==> config.mk <==
export PLATFORM = sky130hd
export DESIGN_NAME = mem_arbiter_flat
export DESIGN_NICKNAME = d
export VERILOG_FILES = /design/src/rtl/mem_arb_pkg.sv /design/src/rtl/mem_arb_if.sv /design/src/rtl/mem_arb_prio.sv /design/src/rtl/mem_arbiter.sv /design/src/flat_wrapper.sv
export SDC_FILE = /design/constraint.sdc
export NUM_CORES = 1
export LEC_CHECK = 0
export CAP_MARGIN = 20
export CORE_MARGIN = 4
export CORE_UTILIZATION = 42
export CTS_BUF_LIST = sky130_fd_sc_hd__clkbuf_8
export CTS_CLUSTER_SIZE = 25
export DETAILED_ROUTE_END_ITERATION = 10
export GPL_TIMING_DRIVEN = 0
export HOLD_SLACK_MARGIN = 0.06
export PLACE_DENSITY = 0.87
export SYNTH_ARGS = -nofsm -noshare
export SYNTH_HDL_FRONTEND = slang
export SYNTH_SLANG_ARGS = --single-unit
==> constraint.sdc <==
create_clock -name clk -period 3.63 [get_ports clk]
set_input_delay 0.363 -clock clk [delete_from_list [all_inputs] [get_ports clk]]
set_output_delay 0.363 -clock clk [all_outputs]
set_load 0.03 [all_outputs]
==> src/rtl/mem_arb_pkg.sv <==
// Shared types and constants for the instruction/data RAM arbiter.
package mem_arb_pkg;

  localparam int unsigned WORD_W = 32;
  localparam int unsigned BE_W   = 4;

  typedef enum logic [1:0] {
    IDLE,
    ISSUE,
    WAIT,
    RESP
  } state_t;

  typedef enum logic {
    REQ_FETCH,
    REQ_DATA
  } req_id_t;

endpackage

==> src/rtl/mem_arb_if.sv <==
// Fetch, load/store and RAM-port signals seen by the arbiter.
interface mem_arb_if #(
  parameter int unsigned ADDR_W = 16
);
  import mem_arb_pkg::*;

  logic              if_req_valid;
  logic              if_req_ready;
  logic [ADDR_W-1:0] if_addr;
  logic              if_rsp_valid;
  logic              if_rsp_err;
  logic [WORD_W-1:0] if_rdata;

  logic              d_req_valid;
  logic              d_req_ready;
  logic              d_we;
  logic [BE_W-1:0]   d_be;
  logic [ADDR_W-1:0] d_addr;
  logic [WORD_W-1:0] d_wdata;
  logic              d_rsp_valid;
  logic [WORD_W-1:0] d_rdata;

  logic              mem_en;
  logic              mem_we;
  logic [BE_W-1:0]   mem_be;
  logic [ADDR_W-3:0] mem_addr;
  logic [WORD_W-1:0] mem_wdata;
  logic [WORD_W-1:0] mem_rdata;

  // Arbiter side
  modport slave (
    input  if_req_valid, if_addr,
    output if_req_ready, if_rsp_valid, if_rsp_err, if_rdata,
    input  d_req_valid, d_we, d_be, d_addr, d_wdata,
    output d_req_ready, d_rsp_valid, d_rdata,
    output mem_en, mem_we, mem_be, mem_addr, mem_wdata,
    input  mem_rdata
  );

  // Core and RAM side
  modport master (
    output if_req_valid, if_addr,
    input  if_req_ready, if_rsp_valid, if_rsp_err, if_rdata,
    output d_req_valid, d_we, d_be, d_addr, d_wdata,
    input  d_req_ready, d_rsp_valid, d_rdata,
    input  mem_en, mem_we, mem_be, mem_addr, mem_wdata,
    output mem_rdata
  );

endinterface

==> src/rtl/mem_arb_prio.sv <==
// Winner selection between fetch and data with a starvation guard for fetch.
module mem_arb_prio
  import mem_arb_pkg::*;
#(
  parameter int unsigned STARVE_LIMIT = 4
) (
  input  logic    clk,
  input  logic    reset,
  input  logic    if_valid,
  input  logic    d_valid,
  input  logic    handshake,
  input  req_id_t winner,
  output logic    grant_fetch,
  output logic    grant_data
);

  localparam int unsigned CNT_W = 4;

  logic [CNT_W-1:0] starve_cnt;
  logic             data_first;

  // Data wins unless fetch has lost STARVE_LIMIT times in a row
  assign data_first  = d_valid && (starve_cnt < CNT_W'(STARVE_LIMIT));
  assign grant_data  = data_first || (d_valid && !if_valid);
  assign grant_fetch = if_valid && !data_first;

  always_ff @(posedge clk) begin
    if (reset) begin
      starve_cnt <= '0;
    end else if (handshake) begin
      if (winner == REQ_DATA && if_valid) begin
        if (starve_cnt >= CNT_W'(STARVE_LIMIT)) starve_cnt <= CNT_W'(STARVE_LIMIT);
        else                                    starve_cnt <= starve_cnt + CNT_W'(1);
      end else begin
        starve_cnt <= '0;
      end
    end
  end

endmodule

==> src/rtl/mem_arbiter.sv <==
// Single-port RAM arbiter: accepts one fetch or load/store at a time,
// issues one RAM cycle, waits the RAM latency and returns a one-cycle response.
module mem_arbiter
  import mem_arb_pkg::*;
#(
  parameter int unsigned ADDR_W       = 16,
  parameter int unsigned MEM_LATENCY  = 1,
  parameter int unsigned STARVE_LIMIT = 4
) (
  input  logic      clk,
  input  logic      reset,
  mem_arb_if.slave  bus
);

  localparam int unsigned LAT_W = 3;

  state_t           state;
  req_id_t          req_id;
  logic             req_store;
  logic [LAT_W-1:0] lat_cnt;

  logic grant_fetch;
  logic grant_data;
  logic idle;
  logic hs_fetch;
  logic hs_data;
  logic misaligned;
  logic unused_addr_bits;

  assign idle              = (state == IDLE) && !reset;
  assign bus.if_req_ready  = idle && grant_fetch;
  assign bus.d_req_ready   = idle && grant_data;
  assign hs_fetch          = bus.if_req_ready && bus.if_req_valid;
  assign hs_data           = bus.d_req_ready && bus.d_req_valid;
  assign misaligned        = bus.if_addr[1:0] != 2'b00;
  assign unused_addr_bits  = ^bus.d_addr[1:0];

  mem_arb_prio #(
    .STARVE_LIMIT (STARVE_LIMIT)
  ) u_prio (
    .clk         (clk),
    .reset       (reset),
    .if_valid    (bus.if_req_valid),
    .d_valid     (bus.d_req_valid),
    .handshake   (hs_fetch || hs_data),
    .winner      (hs_data ? REQ_DATA : REQ_FETCH),
    .grant_fetch (grant_fetch),
    .grant_data  (grant_data)
  );

  // RAM strobe and responses are pulses; every cycle defaults them to zero
  always_ff @(posedge clk) begin
    if (reset) begin
      state            <= IDLE;
      req_id           <= REQ_FETCH;
      req_store        <= 1'b0;
      lat_cnt          <= '0;
      bus.mem_en       <= 1'b0;
      bus.mem_we       <= 1'b0;
      bus.mem_be       <= '0;
      bus.mem_addr     <= '0;
      bus.mem_wdata    <= '0;
      bus.if_rsp_valid <= 1'b0;
      bus.if_rsp_err   <= 1'b0;
      bus.if_rdata     <= '0;
      bus.d_rsp_valid  <= 1'b0;
      bus.d_rdata      <= '0;
    end else begin
      bus.mem_en       <= 1'b0;
      bus.mem_we       <= 1'b0;
      bus.mem_be       <= '0;
      bus.mem_addr     <= '0;
      bus.mem_wdata    <= '0;
      bus.if_rsp_valid <= 1'b0;
      bus.if_rsp_err   <= 1'b0;
      bus.if_rdata     <= '0;
      bus.d_rsp_valid  <= 1'b0;
      bus.d_rdata      <= '0;

      case (state)
        IDLE: begin
          if (hs_fetch || hs_data) begin
            req_id    <= hs_data ? REQ_DATA : REQ_FETCH;
            req_store <= hs_data && bus.d_we;
            if (hs_fetch && misaligned) begin
              bus.if_rsp_valid <= 1'b1;
              bus.if_rsp_err   <= 1'b1;
              state            <= RESP;
            end else begin
              bus.mem_en    <= 1'b1;
              bus.mem_we    <= hs_data && bus.d_we;
              bus.mem_be    <= hs_data ? bus.d_be : {BE_W{1'b1}};
              bus.mem_addr  <= hs_data ? bus.d_addr[ADDR_W-1:2] : bus.if_addr[ADDR_W-1:2];
              bus.mem_wdata <= hs_data ? bus.d_wdata : '0;
              state         <= ISSUE;
            end
          end
        end
        ISSUE: begin
          lat_cnt <= LAT_W'(MEM_LATENCY - 1);
          state   <= WAIT;
        end
        WAIT: begin
          if (lat_cnt == '0) begin
            if (req_id == REQ_FETCH) begin
              bus.if_rsp_valid <= 1'b1;
              bus.if_rdata     <= bus.mem_rdata;
            end else begin
              bus.d_rsp_valid  <= 1'b1;
              bus.d_rdata      <= req_store ? '0 : bus.mem_rdata;
            end
            state <= RESP;
          end else begin
            lat_cnt <= lat_cnt - LAT_W'(1);
          end
        end
        RESP: begin
          state <= IDLE;
        end
        default: begin
          state <= IDLE;
        end
      endcase
    end
  end

endmodule

==> src/flat_wrapper.sv <==
// flat-port wrapper written by rule: the top's interface ports become plain ports
module mem_arbiter_flat import mem_arb_pkg::*;
#(
  parameter int unsigned ADDR_W       = 16,
  parameter int unsigned MEM_LATENCY  = 1,
  parameter int unsigned STARVE_LIMIT = 4
)
  (clk, reset, bus_if_req_valid, bus_if_addr, bus_if_req_ready, bus_if_rsp_valid, bus_if_rsp_err, bus_if_rdata, bus_d_req_valid, bus_d_we, bus_d_be, bus_d_addr, bus_d_wdata, bus_d_req_ready, bus_d_rsp_valid, bus_d_rdata, bus_mem_en, bus_mem_we, bus_mem_be, bus_mem_addr, bus_mem_wdata, bus_mem_rdata);
  mem_arb_if #(.ADDR_W(ADDR_W)) bus_i ();
  input  logic clk;
  input  logic reset;
  input wire logic [$bits(bus_i.if_req_valid)-1:0] bus_if_req_valid;
  input wire logic [$bits(bus_i.if_addr)-1:0] bus_if_addr;
  output wire logic [$bits(bus_i.if_req_ready)-1:0] bus_if_req_ready;
  output wire logic [$bits(bus_i.if_rsp_valid)-1:0] bus_if_rsp_valid;
  output wire logic [$bits(bus_i.if_rsp_err)-1:0] bus_if_rsp_err;
  output wire logic [$bits(bus_i.if_rdata)-1:0] bus_if_rdata;
  input wire logic [$bits(bus_i.d_req_valid)-1:0] bus_d_req_valid;
  input wire logic [$bits(bus_i.d_we)-1:0] bus_d_we;
  input wire logic [$bits(bus_i.d_be)-1:0] bus_d_be;
  input wire logic [$bits(bus_i.d_addr)-1:0] bus_d_addr;
  input wire logic [$bits(bus_i.d_wdata)-1:0] bus_d_wdata;
  output wire logic [$bits(bus_i.d_req_ready)-1:0] bus_d_req_ready;
  output wire logic [$bits(bus_i.d_rsp_valid)-1:0] bus_d_rsp_valid;
  output wire logic [$bits(bus_i.d_rdata)-1:0] bus_d_rdata;
  output wire logic [$bits(bus_i.mem_en)-1:0] bus_mem_en;
  output wire logic [$bits(bus_i.mem_we)-1:0] bus_mem_we;
  output wire logic [$bits(bus_i.mem_be)-1:0] bus_mem_be;
  output wire logic [$bits(bus_i.mem_addr)-1:0] bus_mem_addr;
  output wire logic [$bits(bus_i.mem_wdata)-1:0] bus_mem_wdata;
  input wire logic [$bits(bus_i.mem_rdata)-1:0] bus_mem_rdata;
  assign bus_i.if_req_valid = bus_if_req_valid;
  assign bus_i.if_addr = bus_if_addr;
  assign bus_if_req_ready = bus_i.if_req_ready;
  assign bus_if_rsp_valid = bus_i.if_rsp_valid;
  assign bus_if_rsp_err = bus_i.if_rsp_err;
  assign bus_if_rdata = bus_i.if_rdata;
  assign bus_i.d_req_valid = bus_d_req_valid;
  assign bus_i.d_we = bus_d_we;
  assign bus_i.d_be = bus_d_be;
  assign bus_i.d_addr = bus_d_addr;
  assign bus_i.d_wdata = bus_d_wdata;
  assign bus_d_req_ready = bus_i.d_req_ready;
  assign bus_d_rsp_valid = bus_i.d_rsp_valid;
  assign bus_d_rdata = bus_i.d_rdata;
  assign bus_mem_en = bus_i.mem_en;
  assign bus_mem_we = bus_i.mem_we;
  assign bus_mem_be = bus_i.mem_be;
  assign bus_mem_addr = bus_i.mem_addr;
  assign bus_mem_wdata = bus_i.mem_wdata;
  assign bus_i.mem_rdata = bus_mem_rdata;
  mem_arbiter #(.ADDR_W(ADDR_W), .MEM_LATENCY(MEM_LATENCY), .STARVE_LIMIT(STARVE_LIMIT)) u_core (.clk(clk), .reset(reset), .bus(bus_i));
endmodule
==> flow_summary.yaml <==
clocking:
  cts_tree: "built"
  htreeDepth: 4
  clockBufferDepth: 2
  cts.hold.buffers_added: 0
  cts_resized: 0
  cts_sinks: 130
  clk_pin_slew_ns: 0.08
  cts_root_buf: "clkbuf_8"
  cts_setup_buffers: 0
  clk_latency_ns: 0.42
  cts_buffers: 17
die:
  die_h_microns: 106
  die_area_sq_um: 11300
  rows: 35
  start_util: 0.434
  pin_count: 226
  die_w_microns: 106
  core_sq_um: 9330
detailed_routing:
  vias: 3503
  viasPerCell: 4.63
  remaining_drc_errors: 0
  drtIter0Drc: 133
  postRouteAntennaNets: 0
  drtPass1Iterations: 4
  wl_microns: 12100
  post_drt_wl_per_cell_microns: 16.0
worst_setup_path:
  worstPathArrival_ns: 2.44
  crit_start: "u_core.state[0]$_SDFFE_PP0P_"
  cp-start-kind: "flop"
  rr_startpoint: "u_core.state[0]$_SDFFE_PP0P_"
  endpoint_kind: "primary output"
  reg2reg_slack_ns: 1.62
  critPathKind: "reg2out"
  cp_max_fo: 10
  worstPathRequired_ns: 3.27
sta:
  timing.hold.ws_ns: 0.486
  relSlewSlack: 0.558
  post-route-min-period_ns: 2.81
  fin_crit_sh: 0.773
  setup_viol: 0
  worst_slack_ns: 0.823
  hold_viol_final: 0
  tightest_slew_ns: 0.656
  drv_slew: 0
  rsz0062_at_grt: "no"
  fmax_mhz: 356
  tns_ns: 0
  finalClockSkew_ns: 0.00895
layout:
  diodes: 0
  area_growth_pct: 69.5
  fillerInstances: 684
  multi_input_area_sq_um: 1300
  nets: 726
  seqCellArea_sq_um: 2600
  fin_cells: 756
  final_util: 0.736
  drive_gt1_frac: 0.0766
yosys:
  ys_seq_area_frac: 0.643
  synth_edf_count: 0
  synthTopCellsByArea: "dfxtp_1, and2_1, and3_1"
  synth_area_leader_cell: "dfxtp_1"
  post-synth-top-count-cell: "dfxtp_1"
  synth_top_cell_area_share: 0.643
  synthFlopType: "dfxtp_1"
  synthesis.nets: 484
  synth.yosys.warnings: 0
  synthArstFlopShare: 0
  ys_ff_latch: 130
  syn_avg_cell_area_sq_um: 10.9
  ys_types: 37
  synthTopCellsByCount: "dfxtp_1, and2_1, and3_1"
  syn_inst: 372
  synth.cell_area_sq_um: 4050
global_route:
  antenna_found_initial: 0
  grt_pass1_wl_microns: 18500
  grt_pass1_vias: 3536
  grt_use_total: 0.214
  grt_overflow_total: 0
  grt_max_degree: 17
place:
  hpwl_microns: 9370
  gp_congestion: 0.777
  io_buffers: 223
  placed_cells: 724
  place_ws_ns: 1.03
power:
  power.density_nw_per_um2: 495
  leakage_nw: 2.74
  ir_drop_v: 0.000266
min_path:
  worst_hold_path_type: "reg2reg"
  hp-start: "u_core.u_prio.starve_cnt[1]$_SDFFE_PP0N_"
job:
  max_cap_violations: 0
outcome:
  outcome: "completed"
==> worst paths after layout <==
kind | to | cells past startpoint
worst max-delay path | bus_d_req_ready | 6
worst min-delay path | u_core.u_prio.starve_cnt[1]$_SDFFE_PP0N_ | 2
worst max register to register | u_core.bus.mem_addr[11]$_SDFF_PP0_ | 7
worst min register to register | u_core.u_prio.starve_cnt[1]$_SDFFE_PP0N_ | 2
==> sequential cells by signal (all words and copies together) (netlist names), 2 cells and up <==
register,count
u_core.u_prio.starve_cnt,4
u_core.bus.if_rdata,32
u_core.bus.mem_wdata,32
u_core.state,2
u_core.bus.mem_addr,14
u_core.bus.d_rdata,32
u_core.lat_cnt,3
u_core.bus.mem_be,4
==> per-stage QoR <==
stage               cell area, sq um  total power (W)
finish                          6870          0.00340
global placement                6440          0.00212
CTS                             6870          0.00342
global route                    6870          0.00354
detailed placement              6440          0.00214
floorplan                       4050          0.00184
==> critical path, cell delays in order, from the launching register on <==
cell and delay [ns]:
dfxtp_1 0.32, inv_1 0.12, ha_1 0.33, nand3b_1 0.17, clkbuf_1 0.26, nor2_1 0.14, clkdlybuf4s50_1 0.69
==> cells in the final DEF (no fill, tap or decap), types with 7 or more instances in the layout <==
cell type | Yosys | routed
a21oi_1 | 15 | 15
dfxtp_1 | 130 | 130
clkdlybuf4s50_1 | 0 | 223
clkbuf_8 | 0 | 17
o21ai_0 | 17 | 17
and2_1 | 65 | 65
and3_1 | 32 | 32
ha_1 | 7 | 7
nand3_1 | 16 | 16
clkbuf_1 | 23 | 23
nor2_1 | 7 | 7
==> metal layers <==
| metal | up-vias | share of wire | global-route usage |
|---|---|---|---|
| met4 | 0 | 0.028 | 0.0879 |
| met5 | - | 0 | 0 |
| met3 | 24 | 0.058 | 0.0631 |
| met1 | 1626 | 0.38 | 0.230 |
| li1 | 1725 | - | - |
| met2 | 128 | 0.54 | 0.390 |
==> where the power goes <==
part           total [W]  internal (W)  switching, W
sequential       0.00152       0.00150     0.0000218
clock            0.00129      0.000647      0.000642
combinational   0.000588      0.000285      0.000303
==> area by class of cell <==
class | instances | area share
Buffer | 25 | 0.0171
Clock buffer | 17 | 0.0341
Clock inverter | 15 | 0.0275
Inverter | 7 | 0.00383
Multi-Input combinational cell | 210 | 0.190
Sequential cell | 130 | 0.379
Tap cell | 129 | 0.0235
Timing Repair Buffer | 223 | 0.325
==> kinds of logic (layout without fill, tap and decap cells) <==
group                      count (synthesis)  after routing  synth area share
buffers and inverters                     32            287            0.0355
adders and majority gates                  7              7            0.0216
and+or+nand+nor                          156            156             0.231
DFF                                      130            130             0.643
AOI/OAI and AO/OA                         47             47            0.0692
No activity file was read; power rests on OpenSTA's default activity.
==> RTL edit 1: new RTL, same flow settings <==
Reset style: asynchronous (`reset`), changed in 2 clocked blocks.
--- a/src/rtl/mem_arb_prio.sv
+++ b/src/rtl/mem_arb_prio.sv
@@ -24,7 +24,7 @@
   assign grant_data  = data_first || (d_valid && !if_valid);
   assign grant_fetch = if_valid && !data_first;
 
-  always_ff @(posedge clk) begin
+  always_ff @(posedge clk or posedge reset) begin
     if (reset) begin
       starve_cnt <= '0;
     end else if (handshake) begin
--- a/src/rtl/mem_arbiter.sv
+++ b/src/rtl/mem_arbiter.sv
@@ -49,7 +49,7 @@
   );
 
   // RAM strobe and responses are pulses; every cycle defaults them to zero
-  always_ff @(posedge clk) begin
+  always_ff @(posedge clk or posedge reset) begin
     if (reset) begin
       state            <= IDLE;
       req_id           <= REQ_FETCH;
Behaviour: differs if reset is asserted again (counterexample within 4 cycles, from zero or initial values and one cycle with reset high); with reset held inactive, the same outputs for 10 cycles.
==> RTL edit 1 against the original RTL <==
  * Wire length increased by 3.7%
  * Area after synthesis increased by 15%
  * Setup slack improved by 0.091 ns
  * Count of clock-buffer cells in the layout unchanged
  * Sequential cell count unchanged
  * Final area increased by 10%
Power is not compared: it rests on default switching activity, and its combinational part moved more than twofold at a synthesized area within 25%.
==> RTL edit 1: results (changes against the original RTL) <==
Outcome
  • Status: completed

Clock tree
  • Clk buf depth: 2 (unchanged)
  • Clock sinks: 130 (unchanged)
  • Worst-Skew Late Latency: 0.42 ns (about the same)
  • CTS clk-pin slew, worst paths: 0.07 ns
  • H-tree depth: 4 (unchanged)
  • Root Buffer: clkbuf_8
  • Setup Fix Bufs, Post-CTS: 0 (unchanged)

Place
  • Area after DPL: 0.007116 sq mm (+10%)
  • DP Cell Count: 726 (+0.28%)
  • Post-DP HPWL: 9.724 mm (+3.8%)
  • Pre-CTS WS: 1.063 ns (+0.03010 ns)
  • Routability Congestion: 0.7751 (-0.19%)

Yosys
  • Syn avg cell area: 12.90 sq um (+18%)
  • Register area share after synthesis: 70.04% (+5.8 points)
  • Cell variety after synth: 40 (+8.1%)
  • Ys async rst share: 100.0% (+100 points)
  • Synthesized Nets: 472 (-2.5%)
  • Synth area leaders: dfrtp_1 (70%), and2_1 (8.9%), and3_1 (4.6%)
  • Synth Flop Type: dfrtp_1
  • Top cells by count, synth: dfrtp_1 (130), and2_1 (66), and3_1 (34)

Worst setup path
  • Reg2reg start: u_core.lat_cnt[0]$_DFFE_PP0P_
  • R2r setup slk: 1.66 ns (+0.04 ns)
  • Crit path DAT: 2.35 ns (-0.09 ns)
  • FF-to-FF End: u_core.bus.if_rdata[6]$_DFF_PP0_
  • Reg2reg path depth: 7 (unchanged)
  • Critical-path maximum fanout: 5 (-5)
  • Critical path origin: u_core.state[0]$_DFFE_PP0P_

GRT
  • First-pass GRT wire length: 19.89 mm (+7.3%)
  • Largest net degree at the start of global routing: 40 (+23)
  • Vias in the first global route: 3857 (+9.1%)
  • Initial antenna violation count: 0 (unchanged)
  • Total track usage: 20.17% (-1.2 points)

Timing
  • Least-Margin Pin Slew: 0.9019 ns (+0.2457 ns)
  • Hold_ws: 0.4976 ns (+0.01184 ns)
  • Final setup skew: 0.01443 ns (+0.005479 ns)

Layout
  • Filler Cells Inserted: 764 (+12%)
  • Share of layout cells above drive strength 1: 8.252% (+0.60 points)
  • Multi-input combinational cell count: 199 (-5.2%)
  • Multi-input combinational area share: 16.62% (-2.4 points)
  • Sequential portion of the cell area: 43.04% (+5.1 points)
  • Non-CTS buffers: 247 (-0.40%)
  • Clock-cell share of area: 5.860% (-0.30 points)
  • Layout clock buffers: 17 (unchanged)
  • Largest regs: u_core.bus.d_rdata (32), u_core.bus.if_rdata (32), u_core.bus.mem_wdata (32)
  • Nets: 717 (-1.2%)
  • Non-clock buffer share: 31.62% (-2.6 points)
  • Inverter count: 10 (+3)

Worst hold path
  • Min-delay src: u_core.req_store$_DFFE_PP0P_
  • Hold endpoint: u_core.req_store$_DFFE_PP0P_
  • Hold Crit Depth: 1 (-1)

Die
  • DIE AREA: 0.01281 sq mm (+14%)

Pwr
  • Leak pwr: 3.576 nW

Routing
  • Via count: 3591 (+2.5%)
  • Via/cell ratio: 4.737 (+2.2%)
  • DR iter-0 viols: 177 (+33%)
  • Wirelength per Cell: 16.58 microns (+3.4%)
## RTL edit 1: routing by layer
layer  wire length [microns]  share of wire [%]  GRT usage (%)
met3                     872                6.9          5.508
met5                       0                  0              0
met4                     238                1.9          7.933
met1                    4480                 36          22.72
met2                    6977                 56          36.26
## RTL edit 1: cells by family after synthesis
kind of cell / count (synthesis) / share of synthesized area [%]
xor+xnor: 1 / 0.1886
buf+inv: 31 / 2.909
compound gates: 46 / 6.304
fa+ha+maj: 7 / 1.886
flops: 130 / 70.04
mux: 2 / 0.4580
simple gates: 143 / 18.21
## RTL edit 1: power by group through the flow
stage | Combinational [W] | Sequential (W) | Clock [W]
6_report | 0.00128 | 0.00171 | 0.00134
5_1_grt | 0.00137 | 0.00173 | 0.00143
4_1_cts | 0.00129 | 0.00171 | 0.00136
3_5_place_dp | 0.00129 | 0.00174 | 0
3_3_place_gp | 0.00125 | 0.00173 | 0
2_1_floorplan | 0.000369 | 0.00206 | 0
## RTL edit 1: critical path: stages (launching register included)
cell and delay (ns):
dfrtp_1 0.41, inv_1 0.11, ha_1 0.23, and2b_1 0.25
nand3_1 0.19, inv_1 0.09, clkdlybuf4s50_1 0.67
## RTL edit 1: how the worst max path moves through the flow
stage,cells after the start,end,slack [ns]
after global routing,6,bus_if_req_ready,0.70
final,6,bus_if_req_ready,0.91
after CTS,6,bus_if_req_ready,0.88
after global placement,2,u_core.bus.if_rdata[15]$_DFF_PP0_,0.57
after floorplan,1,u_core.bus.d_rdata[0]$_DFF_PP0_,1.66
after detailed placement,5,bus_if_req_ready,1.06
## RTL edit 1: stage by stage
stage / utilization (%) / total power, W
final: 69.73 / 0.004321
after global routing: 69.73 / 0.004522
after CTS: 69.73 / 0.004362
after detailed placement: 65.64 / 0.003025
after global placement: 65.09 / 0.002976
after floorplan: - / 0.002433
==> RTL edit 2: new RTL, same flow settings <==
Made on the original files. Change the localparam `CNT_W` of `mem_arb_prio` from 4 to 6.
--- a/src/rtl/mem_arb_prio.sv
+++ b/src/rtl/mem_arb_prio.sv
@@ -14,7 +14,7 @@
   output logic    grant_data
 );
 
-  localparam int unsigned CNT_W = 4;
+  localparam int unsigned CNT_W = 6;
 
   logic [CNT_W-1:0] starve_cnt;
   logic             data_first;
Formal check against the unedited RTL: no difference found for any inputs over 10 cycles, from zero or initial values and one cycle with reset high; that may be too few to reach the edited logic, so the function may still have changed.
==> RTL edit 2 against the original RTL <==
  * Global-route usage shrank 1.1 points
  * Wire length is 3.2% lower
  * Register-to-register slack lost 0.31 ns
  * Area after synthesis up 2.0%
  * Non-clock buffer count shrank 6
  * Utilization is 0.34 points higher
  * Final area rose by 1.4%
  * Sequential share of layout area grew 0.050 points
  * Sequential cell count grew 2
  * Clock power grew 4%
  * Power grew 15%
  * Setup slack worse by 0.51 ns
==> RTL edit 2: results (changes against the original RTL) <==
Outcome
  • Status: completed

GRT
  • GR Util met3: 7.345% (+1.0 points)
  • Grt met1 use: 21.40% (-1.6 points)
  • First-pass GRT wire length: 18.09 mm (-2.5%)
  • Vias in the first global route: 3572 (+1.0%)
  • Initial antenna violation count: 0 (unchanged)
  • GR Util met2: 35.92% (-3.1 points)
  • Total track usage: 20.33% (-1.1 points)

Yosys
  • Register area share after synthesis: 63.96% (-0.30 points)
  • Top cells by count, synth: dfxtp_1 (132), and2_1 (99), o21ai_0 (18)
  • Synth area leaders: dfxtp_1 (64%), and2_1 (15%), a211oi_1 (2.9%)
  • Cell variety after synth: 35 (-5.4%)
  • Synthesized Nets: 479 (-1.0%)

Layout
  • Filler Cells Inserted: 635 (-7.2%)
  • Inverter count: 11 (+4)
  • Multi-input combinational cell count: 205 (-2.4%)
  • Multi-input logic area: 0.001375 sq mm (+5.5%)
  • Nets: 721 (-0.69%)
  • Non-CTS buffers: 242 (-2.4%)
  • Clock-cell share of area: 6.253% (+0.094 points)
  • Reg area: 0.002643 sq mm (+1.5%)
  • Sequential cell count: 132 (+1.5%)
  • Non-clock buffer share: 33.14% (-1.1 points)

Worst setup path
  • R2r setup slk: 1.31 ns (-0.31 ns)
  • Reg2reg path depth: 8 (+1)
  • Crit path DAT: 2.95 ns (+0.51 ns)

Pwr
  • Max VDD drop: 0.3002 mV (+13%)
  • Leak pwr: 2.703 nW (-1.5%)
  • Comb pwr share: 24.1% (+6.8 points)
  • Int Pwr: 0.002755 W (+13%)
  • Seq power: 0.00162 W (+7%)

Routing
  • Met2 WL post-DR: 6.052 mm (-6.7%)
  • DR iter-0 viols: 113 (-15%)
  • Total iterations of the first detailed-routing run: 5 (+1)
  • Metal-1 WL: 4.354 mm (-5.2%)
  • Via count: 3457 (-1.3%)

Place
  • Routability Congestion: 0.7982 (+2.8%)
  • Post-DP HPWL: 9.180 mm (-2.0%)

Timing
  • Slew HR: 41.61% (-14 points)
RTL edit 2: cell types whose count changed in the layout (fill, tap and decap cells not counted), sizes merged, moves of 4 or more:
cell and change:
a211oi +16, nand3 -16, or3b +12, a21oi -17, clkbuf -6, nor3 +4
nand2b -4, clkinv +4, and2 +33, nor2 -5, and3 -31
RTL edit 2: per-stage QoR:
step	hold WS [ns]	instance area, sq um	worst slack (ns)	std cells
final	0.4820	6963	0.3131	750
after global routing	0.4722	6963	0.09745	750
after CTS	0.4784	6960	0.06099	750
after detailed placement	0.4703	6525	0.4320	719
after global placement	0.4547	6525	0.4818	719
after floorplan	0.4434	4131	1.825	367
RTL edit 2: logic make-up after synthesis:
logic type,synth area share [%]
flops,63.96
compound gates,8.510
buf+inv,2.816
mux,0.2725
simple gates,22.32
fa+ha+maj,2.120
